--- src/rtl/uart_tx_arbiter.sv ---
// Round-robin scheduler that shares one UART transmitter among NREQ byte requesters.
// Also owns the transmitter baud code, which only changes between frames.
`timescale 1ns/1ps

module uart_tx_arbiter #(
    parameter int NREQ         = 4,
    parameter int BUSY_TIMEOUT = 16
) (
    input  logic                    clk,
    input  logic                    reset,
    input  logic                    cfg_enable,
    input  logic [2:0]              cfg_baud_select,
    input  logic [NREQ-1:0]         req,
    input  logic [8*NREQ-1:0]       req_data,
    output logic [NREQ-1:0]         ack,
    output logic [$clog2(NREQ)-1:0] grant_id,
    output logic                    active,
    output logic                    timeout_err,
    output logic                    Tx_EN,
    output logic                    Tx_WR,
    output logic [7:0]              Tx_DATA,
    output logic [2:0]              baud_select,
    input  logic                    Tx_BUSY
);

    localparam int IW = $clog2(NREQ);
    localparam int CW = (BUSY_TIMEOUT > 1) ? $clog2(BUSY_TIMEOUT) : 1;
    localparam logic [CW-1:0] CNT_LAST = CW'(BUSY_TIMEOUT - 1);

    typedef enum logic [1:0] {
        IDLE,
        WRITE,
        DRAIN
    } state_t;

    state_t          state;
    logic [IW-1:0]   last;
    logic [CW-1:0]   cnt;
    logic [IW-1:0]   win;
    logic            hit;
    logic [7:0]      win_data;
    logic            grant;
    logic            frame_next;

    // Search from last+1 upward with wrap, so last is considered last.
    always_comb begin
        win = last;
        hit = 1'b0;
        for (int k = 1; k <= NREQ; k++) begin
            if (!hit && req[(int'(last) + k) % NREQ]) begin
                hit = 1'b1;
                win = IW'((int'(last) + k) % NREQ);
            end
        end
    end

    assign win_data = req_data[{win, 3'b000} +: 8];
    assign grant    = (state == IDLE) && cfg_enable && hit && !Tx_BUSY;

    always_comb begin
        frame_next = 1'b0;
        unique case (state)
            IDLE:    frame_next = grant;
            WRITE:   frame_next = Tx_BUSY || (cnt != CNT_LAST);
            DRAIN:   frame_next = Tx_BUSY;
            default: frame_next = 1'b0;
        endcase
    end

    always_ff @(posedge clk or negedge reset) begin
        if (!reset) begin
            state       <= IDLE;
            last        <= IW'(NREQ - 1);
            cnt         <= '0;
            ack         <= '0;
            grant_id    <= '0;
            active      <= 1'b0;
            timeout_err <= 1'b0;
            Tx_EN       <= 1'b0;
            Tx_WR       <= 1'b0;
            Tx_DATA     <= 8'h00;
            baud_select <= 3'b000;
        end else begin
            ack         <= '0;
            timeout_err <= 1'b0;
            active      <= frame_next;
            Tx_EN       <= cfg_enable | frame_next;
            unique case (state)
                IDLE: begin
                    baud_select <= cfg_baud_select;
                    if (grant) begin
                        Tx_DATA   <= win_data;
                        ack[win]  <= 1'b1;
                        grant_id  <= win;
                        last      <= win;
                        Tx_WR     <= 1'b1;
                        cnt       <= '0;
                        state     <= WRITE;
                    end
                end
                WRITE: begin
                    if (Tx_BUSY) begin
                        Tx_WR <= 1'b0;
                        state <= DRAIN;
                    end else if (cnt == CNT_LAST) begin
                        // Transmitter never took the byte: drop it.
                        Tx_WR       <= 1'b0;
                        timeout_err <= 1'b1;
                        state       <= IDLE;
                    end else begin
                        cnt <= cnt + 1'b1;
                    end
                end
                DRAIN: begin
                    if (!Tx_BUSY) begin
                        state <= IDLE;
                    end
                end
                default: state <= IDLE;
            endcase
        end
    end

endmodule

--- config.mk ---
export PLATFORM = sky130hd
export DESIGN_NAME = uart_tx_arbiter
export DESIGN_NICKNAME = d
export VERILOG_FILES = /design/src/rtl/uart_tx_arbiter.sv
export SDC_FILE = /design/constraint.sdc
export NUM_CORES = 1
export LEC_CHECK = 0
export CAP_MARGIN = 30
export CORE_MARGIN = 2
export CORE_UTILIZATION = 35
export DETAILED_ROUTE_END_ITERATION = 8
export MAX_ROUTING_LAYER = met4
export PLACE_DENSITY = 0.72
export SLEW_MARGIN = 10
export SYNTH_ARGS = -nofsm -noshare
export SYNTH_HDL_FRONTEND = slang
export SYNTH_SLANG_ARGS = --single-unit
--- constraint.sdc ---
create_clock -name clk -period 2.2 [get_ports clk]
set_clock_uncertainty 0.05 [all_clocks]
set_input_delay 0.55 -clock clk [delete_from_list [all_inputs] [get_ports clk]]
set_output_delay 0.55 -clock clk [all_outputs]
set_load 0.005 [all_outputs]
# ---- Word-level counts from Yosys, hierarchy flattened
# Cells that the tools add are included.
dict set report op_classes {
  add_sub_neg 5
  magnitude_cmp 6
  eq_ne 9
  n_shift 1
  n_mux 41
  n_bitwise 5
  n_reduce_logical 22
}
# cell count
set op_table {}
lappend op_table {{$shiftx A32 B6 Y8} 1}
lappend op_table {{$mux W4} 5}
lappend op_table {{$mux W1} 19}
lappend op_table {{$lt A3 B4 Y1 const B} 4}
lappend op_table {{$mux W2} 8}
lappend op_table {{$bmux W1 S2} 4}
lappend op_table {{$ne A2 B2 Y1 const B} 4}
lappend op_table {{$pmux W4 S2} 1}
lappend op_table {{$reduce_or A2 Y1} 4}
lappend op_table {{$logic_and A1 B1 Y1} 7}
lappend op_table {{$pmux W2 S3} 1}
lappend op_table {{$reduce_and A3 Y1} 2}
lappend op_table {{$add A2 B1 Y2 const B} 2}
lappend op_table {{$add A2 B2 Y2 const B} 2}
lappend op_table {{$add A4 B1 Y4 const B} 1}
lappend op_table {{$and A1 B1 Y1 const A} 4}
lappend op_table {{$eq A4 B4 Y1 const B} 1}
lappend op_table {{$logic_not A1 Y1} 4}
lappend op_table {{$ne A4 B4 Y1 const B} 1}
lappend op_table {{$reduce_and A4 Y1} 1}
lappend op_table {{$lt A2 B3 Y1 const B} 1}
lappend op_table {{$ne A3 B3 Y1 const B} 1}
lappend op_table {{$pmux W1 S3} 1}
lappend op_table {{$demux W1 S2} 1}
lappend op_table {{other kinds (9)} 9}
dict set report word_totals {
  reg_bits 29
  word_cells 100
}

# ---- Logic depth before layout (Yosys ltp)
# Gate-level depths: netlist of the first run.
dict set report depth {
  word_depth 22
  mapped_depth 7
  ltp_nobuf 6
}

# ---- Worst setup path after synthesis of the first run
# OpenSTA, ideal clock, no wires.
dict set report synth_path {
  kind {input to register}
  from {in req[1]}
  to {reg Tx_DATA[0]}
  arrival_ps 1692
  required_time_ps 2012
  path_slack_ps 320
  path_stages 7
  cell_sequence {nor2b_1 -> o21ba_2 -> buf_2 -> nor3_4 -> buf_6 -> mux2i_1 -> o211ai_1}
}
dict set report synth_between {
  elab_chain_cells 16
}
# item line_no
set synth_rtl {}
lappend synth_rtl {{start, declared} 13} ;# input logic [NREQ-1:0] req,
lappend synth_rtl {{branches (longest 16 deep; another with $bmux W1 S2)} -}
lappend synth_rtl {{end signal, assigned} 92} ;# Tx_DATA <= win_data;
lappend synth_rtl {{end, declared} 21} ;# output logic [7:0] Tx_DATA,
# Parallel ways; which one is timed is not known. The select of a mux whose other input is x is not followed.
# A chain may end at the register's enable or synchronous reset.

# ---- Worst setup path after layout of the first run
dict set report layout_path {
  from {in req[3]}
  to {reg Tx_DATA[5]}
}
# Same word-level chain as after synthesis.

==> metrics.txt, run 1 <==
Initial Util=0.3711; ys async rst share=1.000; pre-CTS WS=-67.09 ps; most frequently used flop master after synthesis=dfrtp_1; period utilization=0.8897; area of the core=4086 um^2; fin crit period=between 1500 and 2000 ps; vias=between 1000 and 1500; Max Fanout on Critical Path=9; r2r setup slk=roughly 470 ps; Worst R2R Start=last[0]$_DFFE_PN1P_; Total Die Area=just under 5000 um^2; PnR worst setup slack=242.8 ps; DRT antenna net count=0; # fillers=359; routed len/inst=roughly 15 um; clock buffer depth=2; Post-synth EDFFs=0; Yosys reg bits=29; CTS tree=done; register area share after synthesis=0.4802; Worst Hold Class=reg -> reg; Worst setup EP type=flop; largest net degree at the start of global routing=30; Mapped Area=about 1500 um^2; Worst-Skew Late Latency=280 ps; Num CTS Buffers=5; setup bufs post-CTS=0; Worst Hold Path Cells=2; Rows=23; relative slew slack=0.7522; Layout Utilization=0.5833; Via density=between 5 and 6; clk slew on worst S/H paths=60 ps; leakage power figure=between 1 and 1.5 nW; Yosys top cell area share=0.4455; diode count=0; unrepaired setup endpoints after global routing=false; first-pass GRT wire length=approximately 7000 um; CTS root buf=clkbuf_8; cts repair resizes=0; post-synthesis instance total=148; pwr/cell area=around 1000 nW/um^2; 1st-pass router iterations=4; final hold violations=0; fin nets=around 270; Overall Global Routing Usage=0.1804; Synth cell types=38; worst-margin pin slew=about 370 ps; Die H=between 60 and 70 um; CP Launch Type=primary input; IO buf count=63; number of global-route vias before repair=between 1000 and 1500; # hold bufs at CTS=0; status=completed; CP Data Required Time=between 2000 and 2500 ps; I/O pin cnt=64; Worst Hold Launch=grant_id[1]$_DFFE_PN0P_; starting DRC count in detailed routing=55; Max Transition Viols Final=0; most common library cells after synthesis=dfrtp_1, nand2_1, nand4_1, nor2_1, o31ai_1; Reg area=between 700 and 800 um^2; initial antenna violation count=0; H-tree depth=2; final setup fails=0; Setup CP Type=in -> reg; Worst EP arrival=2060 ps; maxcap violations=0; layout cells sized above 1=0.1384; Min-Delay Endpoint=grant_id[1]$_DFFE_PN0P_; multi-input logic area=roughly 730 um^2; Post-Syn Nets=192; drt total wl=4084 um; Yosys top cell by area=dfrtp_1; HPWL after DPL=3002 um; Synthesis Warnings=0; Syn-to-layout area delta=57.18%; die width=roughly 70 um; synth top area cells=dfrtp_1, mux2i_1, nand2_1, a211o_1, o31ai_1; syn_area_per_cell=10.25 um^2; grt ovf=0; most instantiated library cell after synthesis=dfrtp_1; FF-to-FF End=Tx_DATA[5]$_DFFE_PN0P_; Max Freq=just over 500 MHz; worst-case reg-to-reg path depth=6; Worst VDD drop=roughly 0.00047 V; TritonCTS sink count=29; Remaining DRCs=0; routability cong.=0.8077
==> critical path, stage by stage <==
cell	delay, ps
clkdlybuf4s50_1	430
nor2b_1	160
o21a_1	240
nor3_4	230
buf_12	170
mux2i_1	180
o211ai_1	100
==> placed cells by master, fill, tap and decap left out, drive strengths merged, types with 3 or more instances in the layout <==
| cell type | count |
|---|---|
| buf | 14 |
| nor3 | 3 |
| dfrtp | 27 |
| o211ai | 8 |
| nor2 | 9 |
| a211o | 8 |
| clkbuf | 6 |
| o21ai | 3 |
| xor2 | 3 |
| nor2b | 4 |
| nand3 | 3 |
| nand2 | 20 |
| mux2 | 3 |
| clkdlybuf4s50 | 63 |
| mux2i | 8 |
| nand4 | 9 |
| o31ai | 9 |
==> cell type report <==
class | count | share of cell area
inverter | 1 | 0.001575
clock buffer | 6 | 0.03045
clock inverter | 2 | 0.004199
multi-input combinational | 109 | 0.3076
tap | 50 | 0.02625
sequential | 29 | 0.3055
timing repair buffer | 77 | 0.3244
==> cells by family (layout without fill, tap and decap cells) <==
family                     after synthesis  in the layout  synth area share
AOI/OAI and AO/OA                       34             34            0.1691
xor gates and xnor gates                 3              3           0.01733
adders and majority gates                1              1          0.008250
buffers and inverters                   10             86           0.03630
DFF                                     29             29            0.4802
muxes                                   11             11           0.07508
and+or+nand+nor                         60             60            0.2137
==> state kept, by name, summed over array words and instances (netlist names) <==
name and count:
Tx_WR 1, Tx_EN 1, timeout_err 1, last 2, baud_select 3, state 2, active 1, Tx_DATA 8
ack 4, grant_id 2, cnt 4
==> metal layers <==
metal | up-vias | part of all wire | track usage
met5 | - | 0 | -
met4 | 0 | 0.025 | 0.07051
met3 | 10 | 0.052 | 0.04942
met2 | 43 | 0.47 | 0.2804
met1 | 671 | 0.45 | 0.2234
li1 | 699 | - | -
==> where the power goes <==
group	internal, W	switching (W)	total [W]
combinational	0.000668	0.000484	0.00115
clock	0.000219	0.000209	0.000427
sequential	0.000722	0.000113	0.000835
total	0.00161	0.000806	0.00242
==> how the worst max path moves through the flow <==
stage,startpoint,to,slack (ps),cells after the start
2_1_floorplan,req[1],Tx_DATA[0]$_DFFE_PN0P_,320,7
3_3_place_gp,req[0],Tx_DATA[2]$_DFFE_PN0P_,-40,7
3_5_place_dp,req[3],Tx_DATA[1]$_DFFE_PN0P_,-70,7
4_1_cts,req[3],Tx_DATA[5]$_DFFE_PN0P_,230,7
5_1_grt,req[0],Tx_DATA[5]$_DFFE_PN0P_,70,7
6_report,req[3],Tx_DATA[5]$_DFFE_PN0P_,240,7
==> stage by stage <==
stage	std cells	cell area [um^2]	setup TNS (ps)	power (W)	hold WS (ps)
2_1_floorplan	148	1516	0	0.001400	204.4
3_3_place_gp	266	2301	-167.2	0.001979	422.3
3_5_place_dp	266	2301	-427.5	0.002001	425.8
4_1_cts	274	2384	0	0.002438	446.5
5_1_grt	274	2384	0	0.002594	458.9
6_report	274	2384	0	0.002415	442.7
Power figures use the tool's default switching activity.
==> run 2, diff against run 1 <==
--- a/config.mk
+++ b/config.mk
@@ -10,7 +10,7 @@
 export CORE_UTILIZATION = 35
 export DETAILED_ROUTE_END_ITERATION = 8
 export MAX_ROUTING_LAYER = met4
-export PLACE_DENSITY = 0.72
+export PLACE_DENSITY = 0.68
 export SLEW_MARGIN = 10
 export SYNTH_ARGS = -nofsm -noshare
 export SYNTH_HDL_FRONTEND = slang
==> run 2 against run 1 <==
Compared with the run above:
- combinational power about the same
- die area is the same
- via count increased by 6.9%
- clock-buffer cell count grew 1
- utilization is the same
- worst hold slack better by 11 ps
- final cell count rose by 0.36%
- flip-flop and latch count did not move
- critical path depth unchanged
- first-iteration DRC count increased by 7.3%
- fmax down 4.6%
==> metrics.txt, run 2 (synthesis gave the netlist of run 1 again) <==
Worst Hold Class=reg -> reg; unrepaired setup endpoints after global routing=false; Worst Hold Path Cells=1; largest net degree at the start of global routing=30; Worst R2R Start=last[0]$_DFFE_PN1P_; Total Die Area=4876 um^2; clock buffer depth=2; Via density=5.531; TritonCTS sink count=29; CP Launch Type=primary input; max reg flops=8; CP cell instances=clkdlybuf4s50_1, nor2b_1, o21a_1, nor3_4, buf_4, mux2i_2, o211ai_1; drt total wl=between 4000 and 5000 um; area of the core=slightly above 4000 um^2; HPWL after DPL=about 3200 um; 1st-pass router iterations=4; CP bufs+invs=2; Setup CP Type=in -> reg; Initial Util=0.3711; first-pass GRT wire length=slightly above 7000 um; clk slew on worst S/H paths=60 ps; Worst EP arrival=about 2200 ps; CTS root buf=clkbuf_8; die width=around 70 um; routability cong.=between 0.8 and 0.9; Max Transition Viols Final=0; Largest Register=Tx_DATA; crit-path leading delay family=buffers and inverters; FF-to-FF End=Tx_DATA[1]$_DFFE_PN0P_; Remaining DRCs=0; Worst-Skew Late Latency=about 280 ps; Worst Hold Launch=baud_select[0]$_DFFE_PN0N_; DRT antenna net count=0; Placed Area=approximately 2300 um^2; worst-case reg-to-reg path depth=6; pwr/cell area=slightly above 1000 nW/um^2; Die H=approximately 70 um; Max Freq=between 400 and 500 MHz; layout cells sized above 1=0.1511; grt ovf=0; period utilization=0.9329; Min-Delay Endpoint=baud_select[0]$_DFFE_PN0N_; setup bufs post-CTS=0; registers with the most flip-flops=Tx_DATA x8, ack x4, cnt x4; starting DRC count in detailed routing=a little under 60; H-tree depth=2; status=completed; Layout Utilization=0.5833; vias=about 1500; Max Fanout on Critical Path=7; I/O pin cnt=64; maxcap violations=0; leakage power figure=between 1 and 1.5 nW; r2r setup slk=roughly 400 ps; Overall Global Routing Usage=0.1879; setup_tns=0 ps; IO buf count=63; relative slew slack=0.6810; CP Data Required Time=~2300 ps; CTS tree=done; Rows=23; Worst VDD drop=~0.00044 V; worst-margin pin slew=474.4 ps; initial antenna violation count=0; Final Instance Area=between 2000 and 2500 um^2; Worst setup EP type=flop; final setup fails=0; Num CTS Buffers=5; Worst path slowest cell=clkdlybuf4s50_1; final hold violations=0; commonest non-fill, non-tap cell in the layout=clkdlybuf4s50_1; fin crit period=between 2000 and 2500 ps; Syn-to-layout area delta=57.18%; diode count=0; most frequent cells in the layout=clkdlybuf4s50_1, dfrtp_1, nand2_1, buf_4; slowest stage delay, CP=540 ps; fin nets=roughly 270; number of global-route vias before repair=around 1600; routed len/inst=~16 um
==> run 2: changes by cell type in the layout (fill, tap and decap cells not counted), sizes merged <==
cell    change
clkinv      -2
buf         +2
clkbuf      +1
==> run 2: routing by layer <==
metal  track usage  up-vias  part of all wire
met5             -        -                 0
met4       0.07051        0             0.013
met3       0.04942        5             0.076
met2        0.3058       79              0.49
met1        0.2234      732              0.42
li1              -      705                 -
==> run 2: final cells by class <==
type,count,area [um^2]
clock buffers,7,86.33
flip-flops and latches,29,728.2
multi-input cells,109,739.5
well taps,50,62.56
inverters,1,3.754
fillers,344,1703
repair buffers,79,763.2
==> run 2: stage by stage <==
stage                     total power, W  setup WS, ps  cells  hold WS [ps]
after floorplan                 0.001400         319.9    148         204.4
after global placement          0.001954        -114.2    268         420.2
after detailed placement        0.002000        -226.6    268         442.6
after CTS                       0.002453         60.97    275         456.3
after global routing            0.002609         33.73    275         481.3
final                           0.002444         147.6    275         453.9
==> run 2: repair_timing <==
item | in CTS | in global routing
hold buffers | 0 | 0
gates resized for setup | 0 | 2
setup endpoints to repair | 0 | 8
hold endpoints to repair | 0 | 0
==> run 2: worst max path at each step <==
stage          startpoint                endpoint  cells after the start
2_1_floorplan      req[1]  Tx_DATA[0]$_DFFE_PN0P_                      7
3_3_place_gp       req[1]  Tx_DATA[4]$_DFFE_PN0P_                      5
3_5_place_dp       req[1]  Tx_DATA[5]$_DFFE_PN0P_                      5
4_1_cts            req[1]  Tx_DATA[3]$_DFFE_PN0P_                      5
5_1_grt            req[1]  Tx_DATA[0]$_DFFE_PN0P_                      5
6_report           req[0]  Tx_DATA[1]$_DFFE_PN0P_                      7
==> run 2: report_power, final <==
group	internal (W)	switching, W	leakage [nW]
logic	0.000663	0.000499	0.633
registers	0.000723	0.000119	0.364
clock network	0.000248	0.000193	0.0443
total	0.00163	0.000811	1.04
